## src/rtl/rv16_wb_scheduler.sv

```systemverilog
// rtl/rv16_wb_scheduler.sv - rv16 write-back arbiter, write-back stage and hazard scoreboard
// Round-robin ALU/load arbitration feeding one registered write-back stage; busy bits gate issue.
module rv16_wb_scheduler #(
  parameter int DATA   = 16,
  parameter int OPCODE = 4
) (
  input  logic                     rv16_wb_clock,
  input  logic                     rv16_wb_reset,
  input  logic                     issue_valid_in,
  input  logic                     issue_writes_in,
  input  logic [OPCODE-1:0]        issue_rd_addr_in,
  input  logic [OPCODE-1:0]        issue_rs1_addr_in,
  input  logic [OPCODE-1:0]        issue_rs2_addr_in,
  output logic                     issue_stall_out,
  input  logic                     alu_valid_in,
  input  logic [OPCODE-1:0]        alu_rd_addr_in,
  input  logic [DATA-1:0]          alu_data_in,
  output logic                     alu_ready_out,
  input  logic                     mem_valid_in,
  input  logic [OPCODE-1:0]        mem_rd_addr_in,
  input  logic [DATA-1:0]          mem_data_in,
  output logic                     mem_ready_out,
  output logic [OPCODE-1:0]        rd_addr_out,
  output logic [DATA-1:0]          rd_reg_out,
  output logic [(1<<OPCODE)-1:0]   busy_out,
  output logic [15:0]              stall_count_out
);

  localparam int NREG = 1 << OPCODE;

  logic [NREG-1:0]   busy_q, busy_d;
  logic              ptr_q, ptr_d;
  logic              wb_valid_q, wb_valid_d;
  logic [OPCODE-1:0] wb_addr_q, wb_addr_d;
  logic [DATA-1:0]   wb_data_q, wb_data_d;
  logic [15:0]       stall_cnt_q, stall_cnt_d;

  logic              alu_grant, mem_grant;
  logic              stall, issue_accept;
  logic [NREG-1:0]   busy_set, busy_clr;
  logic [OPCODE-1:0] grant_addr;
  logic [DATA-1:0]   grant_data;

  // ptr_q = 1 means the ALU won the last grant, so the load unit wins the next tie.
  always_comb begin
    alu_grant = 1'b0;
    mem_grant = 1'b0;
    if (!rv16_wb_reset) begin
      if (alu_valid_in && (!mem_valid_in || !ptr_q)) begin
        alu_grant = 1'b1;
      end else if (mem_valid_in) begin
        mem_grant = 1'b1;
      end
    end
  end

  always_comb begin
    stall = 1'b0;
    if (!rv16_wb_reset && issue_valid_in) begin
      stall = busy_q[issue_rs1_addr_in] | busy_q[issue_rs2_addr_in] |
              (issue_writes_in & busy_q[issue_rd_addr_in]);
    end
    issue_accept = !rv16_wb_reset && issue_valid_in && !stall && issue_writes_in;
  end

  always_comb begin
    grant_addr = alu_grant ? alu_rd_addr_in : mem_rd_addr_in;
    grant_data = alu_grant ? alu_data_in : mem_data_in;
    ptr_d      = alu_grant ? 1'b1 : (mem_grant ? 1'b0 : ptr_q);
    // Register 0 and idle cycles both present addr 0 / data 0 so register-file bypass of r0 reads 0.
    if ((alu_grant || mem_grant) && grant_addr != '0) begin
      wb_valid_d = 1'b1;
      wb_addr_d  = grant_addr;
      wb_data_d  = grant_data;
    end else begin
      wb_valid_d = 1'b0;
      wb_addr_d  = '0;
      wb_data_d  = '0;
    end
  end

  always_comb begin
    busy_set = '0;
    busy_clr = '0;
    if (issue_accept && issue_rd_addr_in != '0) begin
      busy_set = NREG'(1) << issue_rd_addr_in;
    end
    if (wb_valid_q) begin
      busy_clr = NREG'(1) << wb_addr_q;
    end
    busy_d = ((busy_q & ~busy_clr) | busy_set) & ~NREG'(1);
    stall_cnt_d = (stall && stall_cnt_q != 16'hFFFF) ? stall_cnt_q + 16'd1 : stall_cnt_q;
  end

  always_ff @(posedge rv16_wb_clock) begin
    if (rv16_wb_reset) begin
      busy_q      <= '0;
      ptr_q       <= 1'b0;
      wb_valid_q  <= 1'b0;
      wb_addr_q   <= '0;
      wb_data_q   <= '0;
      stall_cnt_q <= '0;
    end else begin
      busy_q      <= busy_d;
      ptr_q       <= ptr_d;
      wb_valid_q  <= wb_valid_d;
      wb_addr_q   <= wb_addr_d;
      wb_data_q   <= wb_data_d;
      stall_cnt_q <= stall_cnt_d;
    end
  end

  assign issue_stall_out = stall;
  assign alu_ready_out   = alu_grant;
  assign mem_ready_out   = mem_grant;
  assign rd_addr_out     = wb_addr_q;
  assign rd_reg_out      = wb_data_q;
  assign busy_out        = busy_q;
  assign stall_count_out = stall_cnt_q;

endmodule

```

## config.mk

```make
export PLATFORM = sky130hd
export DESIGN_NAME = rv16_wb_scheduler
export DESIGN_NICKNAME = d
export VERILOG_FILES = /design/src/rtl/rv16_wb_scheduler.sv
export SDC_FILE = /design/constraint.sdc
export NUM_CORES = 1
export LEC_CHECK = 0
export CAP_MARGIN = 10
export CELL_PAD_IN_SITES_DETAIL_PLACEMENT = 0
export CELL_PAD_IN_SITES_GLOBAL_PLACEMENT = 2
export CORE_MARGIN = 2
export CORE_UTILIZATION = 38
export CTS_CLUSTER_SIZE = 8
export DETAILED_ROUTE_END_ITERATION = 10
export DONT_BUFFER_PORTS = 1
export PLACE_DENSITY_LB_ADDON = 0.3
export SYNTH_ARGS = -nofsm -noshare
export SYNTH_HDL_FRONTEND = slang
export SYNTH_SLANG_ARGS = --single-unit
export TNS_END_PERCENT = 10
```

## constraint.sdc

```tcl
create_clock -name rv16_wb_clock -period 4.7 [get_ports rv16_wb_clock]
set_clock_uncertainty 0.1 [all_clocks]
set_input_delay 0.705 -clock rv16_wb_clock [delete_from_list [all_inputs] [get_ports rv16_wb_clock]]
set_output_delay 0.705 -clock rv16_wb_clock [all_outputs]
set_load 0.02 [all_outputs]
```

==> Word-level counts from Yosys, hierarchy flattened <==
Index checks and enable logic that the tools add are counted.
{ "word_totals": {"register_bits": 54, "elab_cells": 57} }
{ "classes": {"addsub": 1, "n_lt_le_gt_ge": 3, "n_eq_ne": 1, "n_shift": 2, "mux": 19, "bitwise": 7, "n_reduce_logical": 17} }
{ "ops": {"columns": ["op", "count"], "rows": [
  ["two-way mux 16 bit", 3],
  ["left shift 1 x 4 -> 16 bit (first input constant)", 2],
  ["adder 16 x 1 -> 16 bit (second input constant)", 1],
  ["AND 16 bit", 1],
  ["!= test 16 bit (second input constant)", 1],
  ["NOT 16 bit", 1],
  ["OR 16 bit", 1],
  ["< comparator 4 x 5 -> 1 bit (second input constant)", 3],
  ["binary-select mux 1 bit (select 4 bit)", 3],
  ["two-way mux 1 bit", 12],
  ["nonzero test 4 bit", 2],
  ["logical AND 1 bit", 7],
  ["zero test 1 bit", 4],
  ["two-way mux 4 bit", 1],
  ["logical OR 1 bit", 2],
  ["OR 1 bit", 2],
  ["nonzero test 2 bit", 1],
  ["OR reduction 2 bit", 1],
  ["AND 1 bit", 1],
  ["NOT 1 bit", 1]
]} }

==> Logic depth before layout (Yosys ltp) <==
Gate-level depths: netlist of run 1.
{ "logic_depth": {"ltp_word": 11, "ltp_mapped": 10, "ltp_nobuf": 8} }

==> Worst setup path before layout of run 1 <==
Ideal clock, no wire load.
{ "synth_path": {"path_type": "in2out", "from": "input port issue_rd_addr_in[0]", "to": "output port issue_stall_out", "t_arrival_ns": 2.315, "t_required_ns": 3.895, "path_slack_ns": 1.580, "stages": 9, "path_buffers": 3, "path_cell_list": "buf_4 -> mux4_2 -> nand2_1 -> o211ai_1 -> nand3_1 -> and2_1 -> buf_6 -> buf_12 -> nor3b_1"} }
{ "synth_between": {"elab_chain_cells": 5} }
{ "synth_rtl": {"columns": ["element", "line", "text"], "rows": [
  ["start: declaration", "11", "input logic [OPCODE-1:0] issue_rd_addr_in,"],
  ["binary-select mux 1 bit (select 4 bit)", "61", "(issue_writes_in & busy_q[issue_rd_addr_in]);"],
  ["two-way mux 1 bit (implied by the code)", "61", null],
  ["AND 1 bit", "61", null],
  ["OR 1 bit", "60", "stall = busy_q[issue_rs1_addr_in] | busy_q[issue_rs2_addr_in] |"],
  ["two-way mux 1 bit", "59", "if (!rv16_wb_reset && issue_valid_in) begin"],
  ["end: declaration", "14", "output logic issue_stall_out,"]
]} }
No other way between the ends. The select of a mux whose other input is x is not followed.

==> Worst setup path after layout of run 1 <==
{ "layout_path": {"from": "register busy_q[8] (netlist: busy_out[8])", "to": "output port issue_stall_out"} }
{ "layout_between": {"elab_chain_cells": 5, "elab_cells_between_ends": 10, "cone_classes": "7 x mux; 3 x bitwise"} }
{ "layout_rtl": {"columns": ["element", "line", "text"], "rows": [
  ["start: declaration", "31", "logic [NREG-1:0] busy_q, busy_d;"],
  ["start signal: assignment", "104", "busy_q <= busy_d;"],
  ["binary-select mux 1 bit (select 4 bit) (on tied branches)", "60, 61", null],
  ["two-way mux 1 bit (on tied branches)", "60, 61", null],
  ["OR 1 bit or AND 1 bit (tied branches)", "60, 61", null],
  ["OR 1 bit (*)", "60", null],
  ["two-way mux 1 bit (*)", "59", null]
]} }
Mark *: on every way between the ends. The rest lies on a longest branch, timed or not. The select of a mux whose other input is x is not followed.

==> results.py, run 1 <==
metrics = {
    "status": {
        "status": "finished, final reports clean",
    },
    "grt": {
        "first_global_vias": 2315,
        "gr-usage-all-layers": 0.178,
        "grt-ovfl-total": 0,
        "antenna_found_initial": 0,
        "grt_max_degree": 22,
        "grt_pass1_wl_microns": 11000,
    },
    "die": {
        "die_area_sq_mm": 0.00781,
        "core.rowCount": 30,
        "initial_core_util": 0.396,
        "core_area_sq_mm": 0.00683,
        "die_w_microns": 88.4,
        "ioPinCount": 113,
        "die_height_microns": 88.4,
    },
    "timing": {
        "hold_violations": 0,
        "fmax_mhz": 293,
        "slew_headroom": 0.393,
        "finalCriticalPeriod_ps": 3410,
        "setup_violations": 0,
        "period_share": 0.726,
        "fin_setup_tns_ps": 0,
        "drv_slew": 0,
        "rsz0062_at_grt": "false",
        "worst-slew-pin-transition_ps": 902,
    },
    "clocking": {
        "ctsResizeCount": 0,
        "clockRootBuffer": "clkbuf_8",
        "cts_tree": "yes",
        "cts_buffers": 5,
        "cts_buffer_depth": 2,
        "path_clk_slew_ps": 90,
        "cts_hold_buf": 0,
        "htree_levels": 2,
        "clkSinkCount": 53,
        "cts_setup_buffers": 0,
        "clock_latency_ps": 310,
    },
    "critical_path": {
        "cp_max_fo": 17,
        "cp.required_ps": 3890,
        "critPathKind": "flop to output port",
        "worstPathCellList": "mux4_1, mux2_2, a211oi_2, and2_1, nor3b_1",
        "rr_endpoint": "stall_count_out[10]",
        "reg2reg_slack_ps": 1660,
        "end_kind": "output port",
        "critPathSlowestCell": "and2_1",
        "worstReg2RegStart": "stall_count_out[1]",
        "crit_path_start_kind": "flop",
        "cp.arrival_ps": 2610,
        "rr_worst_depth": 9,
        "cpPeakStageDelay_ps": 550,
    },
    "placed_design": {
        "dpl_cell_area_sq_mm": 0.00276,
        "place.gp.congestion": 0.774,
        "io_buffers": 0,
        "dp_hpwl_microns": 5060,
    },
    "route": {
        "postRouteAntennaNets": 0,
        "first_iter_violations": 116,
        "via_per_inst": 5.79,
        "vias": 2288,
        "drt_wl_total_microns": 6930,
        "remaining_drc_errors": 0,
        "dr.pass1.iters": 5,
        "wire_per_inst_microns": 17.5,
    },
    "logic_synthesis": {
        "yosys_warnings": 0,
        "ys_seq_elements": 53,
        "synth-edff-count": 0,
        "synth-async-reset-ratio": 0,
        "syn_area_sq_mm": 0.00271,
        "syn_nets": 362,
        "syn_inst": 303,
        "syn_avg_cell_area_sq_um": 8.93,
        "yosysSeqAreaShare": 0.392,
        "synth_ff_type": "dfxtp_1",
        "synth.distinct_cells": 54,
    },
    "power_and_ir_drop": {
        "finalPower_uw": 893,
        "leakage_nw": 1.04,
        "ir_drop_mv": 0.166,
        "power_density_mw_per_mm2": 311,
    },
    "cells_and_area": {
        "fill_cells": 703,
        "n_antenna_cell": 0,
        "area_delta_synth_final_pct": 6.34,
        "stdcell_area_sq_mm": 0.00288,
        "mostFrequentLayoutCells": "dfxtp_1, nand2_1, a21oi_1",
        "mostFrequentLayoutCell": "dfxtp_1",
        "drive_above_1_share": 0.107,
        "nets": 357,
    },
    "hold_path": {
        "whs_path_depth": 1,
        "min_from": "rv16_wb_reset",
        "hp-class": "input port to flop",
        "hold_end": "ptr_q",
    },
    "job": {
        "cap_violations": 0,
    },
}
## report_power, final
| part | internal, mW | total, mW | switching [mW] |
|---|---|---|---|
| Combinational | 0.0299 | 0.0753 | 0.0454 |
| Clock | 0.174 | 0.322 | 0.148 |
| Sequential | 0.465 | 0.496 | 0.0313 |
| Total | 0.669 | 0.893 | 0.225 |
## through the flow
step / utilization / setup WS (ps) / instances / hold WS, ps
after global routing: 0.421 / 1150 / 395 / 337
after floorplan: - / 1580 / 303 / 358
after global placement: 0.404 / 1360 / 387 / 362
final: 0.421 / 1290 / 395 / 358
after detailed placement: 0.404 / 1340 / 387 / 378
after CTS: 0.421 / 1290 / 395 / 342
## layout make-up
type,count,area (sq um),share of cell area
Multi-Input combinational cell,223,1510,0.524
Timing Repair Buffer,4,30.0,0.0104
Clock inverter,1,30.0,0.0104
Clock buffer,7,86.3,0.0300
Tap cell,96,120,0.0418
Inverter,11,41.3,0.0144
Sequential cell,53,1060,0.369
## registers in the layout, indices dropped and copies added (netlist names)
| signal | flops |
|---|---|
| ptr_q | 1 |
| busy_out | 15 |
| rd_addr_out | 4 |
| rd_reg_out | 16 |
| wb_valid_q | 1 |
| stall_count_out | 16 |
## worst max-delay path, delay by kind of cell, from the launching register on
kind	cells	cell delay, ps
muxes	2	810
and+or+nand+nor	2	800
DFF	1	450
AOI/OAI and AO/OA	1	240
## Yosys cell counts (3+ instances only)
| cell type | number | area (sq um) |
|---|---|---|
| o31ai_1 | 7 | 52.6 |
| mux4_1 | 3 | 78.8 |
| o21ai_1 | 8 | 40.0 |
| or4_1 | 4 | 30.0 |
| nor2_1 | 12 | 45.0 |
| nand3b_1 | 3 | 22.5 |
| a21o_1 | 3 | 22.5 |
| buf_2 | 3 | 15.0 |
| nor4_1 | 3 | 18.8 |
| clkbuf_1 | 9 | 33.8 |
| o311ai_0 | 3 | 26.3 |
| and3_1 | 8 | 50.1 |
| nand2_1 | 43 | 161 |
| o31ai_2 | 3 | 37.5 |
| mux2_2 | 7 | 78.8 |
| dfxtp_1 | 53 | 1060 |
| nor2b_1 | 7 | 43.8 |
| nand2b_1 | 8 | 50.1 |
| o21a_1 | 3 | 22.5 |
| inv_1 | 11 | 41.3 |
| nand3_1 | 17 | 85.1 |
| a22o_1 | 4 | 35.0 |
| mux4_2 | 5 | 113 |
| a21oi_1 | 31 | 155 |
| o211ai_1 | 10 | 75.1 |
## worst max-delay path by stage
stage                                    start               to  slack [ps]
after floorplan            issue_rd_addr_in[0]  issue_stall_out        1580
after global placement    issue_rs2_addr_in[1]  issue_stall_out        1360
after detailed placement  issue_rs2_addr_in[1]  issue_stall_out        1340
after CTS                          busy_out[8]  issue_stall_out        1290
after global routing               busy_out[8]  issue_stall_out        1150
final                              busy_out[8]  issue_stall_out        1290
## per-layer routing
layer,GRT usage,share of wire
met5,0,0
met4,0.0510,0.011
met3,0.0588,0.088
met2,0.298,0.45
met1,0.221,0.45
## kinds of logic (layout without fill, tap and decap cells)
| family | count (synthesis) | after routing | synth area share |
|---|---|---|---|
| flops | 53 | 53 | 0.392 |
| buf+inv | 27 | 23 | 0.0504 |
| simple gates | 117 | 117 | 0.222 |
| fa+ha+maj | 1 | 1 | 0.00462 |
| compound gates | 85 | 85 | 0.214 |
| xor+xnor | 1 | 1 | 0.00324 |
| other cells | 1 | 1 | 0.00139 |
| mux | 18 | 18 | 0.111 |
No activity file was read; power rests on OpenSTA's default activity.
==> run 2: changes to the inputs <==
Settings changed: CORE_UTILIZATION 38 to 35.
Clock period 4.7 ns to 3.5 ns, I/O delays scaled along.
==> run 2 against run 1 <==
Core utilization shrank 4.2 points; die area grew 8.2%; final cell count grew 1.8%; critical endpoint unchanged; global-route usage shrank 1.2 points; routed wire length grew 2.0%; non-clock buffer count grew 2; via count grew 0.39%; sequential cell count is the same; power grew 32%; highest routed layer unchanged; worst hold slack lost 180 ps.
==> results.py, run 2 (synthesized netlist as in run 1, its figures left out) <==
metrics = {
    "hold_path": {
        "hp-class": "input port to flop",
    },
    "cells_and_area": {
        "mostFrequentLayoutCells": "dfxtp_1, nand2_1, a21oi_1",
        "nets": 359,
        "fill_cells": 782,
        "mostFrequentLayoutCell": "dfxtp_1",
        "drive_above_1_share": 0.113,
        "area_delta_synth_final_pct": 6.71,
        "fin_util": 0.379,
        "n_antenna_cell": 0,
    },
    "clocking": {
        "clockRootBuffer": "clkbuf_8",
        "clock_latency_ps": 310,
        "cts_setup_buffers": 0,
        "cts_buffer_depth": 2,
        "cts_hold_buf": 0,
        "ctsResizeCount": 0,
        "clkSinkCount": 53,
        "path_clk_slew_ps": 100,
        "cts_tree": "yes",
        "cts_buffers": 5,
        "htree_levels": 2,
    },
    "placed_design": {
        "place.gp.congestion": 0.819,
        "dp_hpwl_microns": 5220,
        "io_buffers": 0,
    },
    "die": {
        "die_area_sq_mm": 0.00845,
        "initial_core_util": 0.356,
        "core.rowCount": 32,
        "die_w_microns": 91.9,
        "core_area_sq_mm": 0.00761,
        "ioPinCount": 113,
        "die_height_microns": 91.9,
    },
    "timing": {
        "fmax_mhz": 340,
        "setup_violations": 0,
        "hold_violations": 0,
        "worst-slew-pin-transition_ps": 957,
        "finalCriticalPeriod_ps": 2940,
        "rsz0062_at_grt": "false",
        "slew_headroom": 0.356,
        "drv_slew": 0,
        "fin_setup_tns_ps": 0,
        "period_share": 0.841,
    },
    "critical_path": {
        "reg2reg_slack_ps": 880,
        "worstPathCellList": "mux4_2, nor2b_1, o32ai_2, a211oi_2, and2_1, nor3b_1",
        "cp.arrival_ps": 2320,
        "critical-path-top-delay-family": "simple AND/OR/NAND/NOR gates",
        "crit_buf_inv": 0,
        "critPathKind": "flop to output port",
        "cp_max_fo": 5,
        "end_kind": "output port",
        "cp.required_ps": 2870,
        "crit_path_start_kind": "flop",
        "cpPeakStageDelay_ps": 570,
        "critPathSlowestCell": "nor3b_1",
    },
    "power_and_ir_drop": {
        "ir_drop_mv": 0.233,
        "power_density_mw_per_mm2": 408,
        "finalPower_mw": 1.18,
        "leakage_nw": 1.05,
    },
    "grt": {
        "antenna_found_initial": 0,
        "grt-ovfl-total": 0,
        "grt_pass1_wl_microns": 11400,
        "grt_max_degree": 22,
        "gr-usage-all-layers": 0.166,
        "first_global_vias": 2331,
    },
    "job": {
        "cap_violations": 0,
    },
    "route": {
        "via_per_inst": 5.71,
        "wire_per_inst_microns": 17.6,
        "drt_wl_total_microns": 7070,
        "dr.pass1.iters": 4,
        "first_iter_violations": 144,
        "remaining_drc_errors": 0,
        "postRouteAntennaNets": 0,
        "vias": 2297,
    },
    "status": {
        "status": "finished, final reports clean",
    },
}
==> run 2: cell count changes in the layout (fill, tap and decap cells not counted), sizes merged <==
cell / change
clkbuf: -2
clkinv: +1
buf: +2
==> run 2: layer usage <==
metal  up-vias  part of all wire  GRT usage
met5         -                 0          0
met2       109              0.44      0.270
met4         0             0.010     0.0410
met3         5              0.10     0.0608
li1       1108                 -          -
met1      1075              0.44      0.210
==> run 2: stage by stage <==
step | instances | area (sq um) | hold WS (ps) | worst slack (ps)
after global placement | 395 | 2780 | 363 | 828
final | 402 | 2890 | 183 | 557
after detailed placement | 395 | 2780 | 372 | 806
after global routing | 402 | 2890 | 166 | 432
after floorplan | 303 | 2710 | 358 | 740
after CTS | 402 | 2890 | 172 | 532
==> run 2: where the power goes <==
part	switching, mW	internal [mW]	leakage [nW]	total, mW
logic	0.0618	0.0426	0.562	0.104
clock network	0.198	0.208	0.0540	0.406
registers	0.0427	0.624	0.432	0.667
==> run 2: path summary, 6_finish.rpt <==
check / start / end / cells past startpoint
min reg2reg: ptr_q / ptr_q / 2
max reg2reg: stall_count_out[0] / stall_count_out[10] / 9
min: rv16_wb_reset / ptr_q / 1
max: busy_out[5] / issue_stall_out / 6
==> run 2: layout make-up <==
| type | count | area, sq um | area share |
|---|---|---|---|
| clock buffer | 5 | 68.8 | 0.0238 |
| sequential | 53 | 1060 | 0.368 |
| inverter | 11 | 41.3 | 0.0143 |
| timing repair buffer | 6 | 45.0 | 0.0156 |
| multi-input combinational | 223 | 1510 | 0.522 |
| tap | 102 | 128 | 0.0442 |
| clock inverter | 2 | 35.0 | 0.0121 |
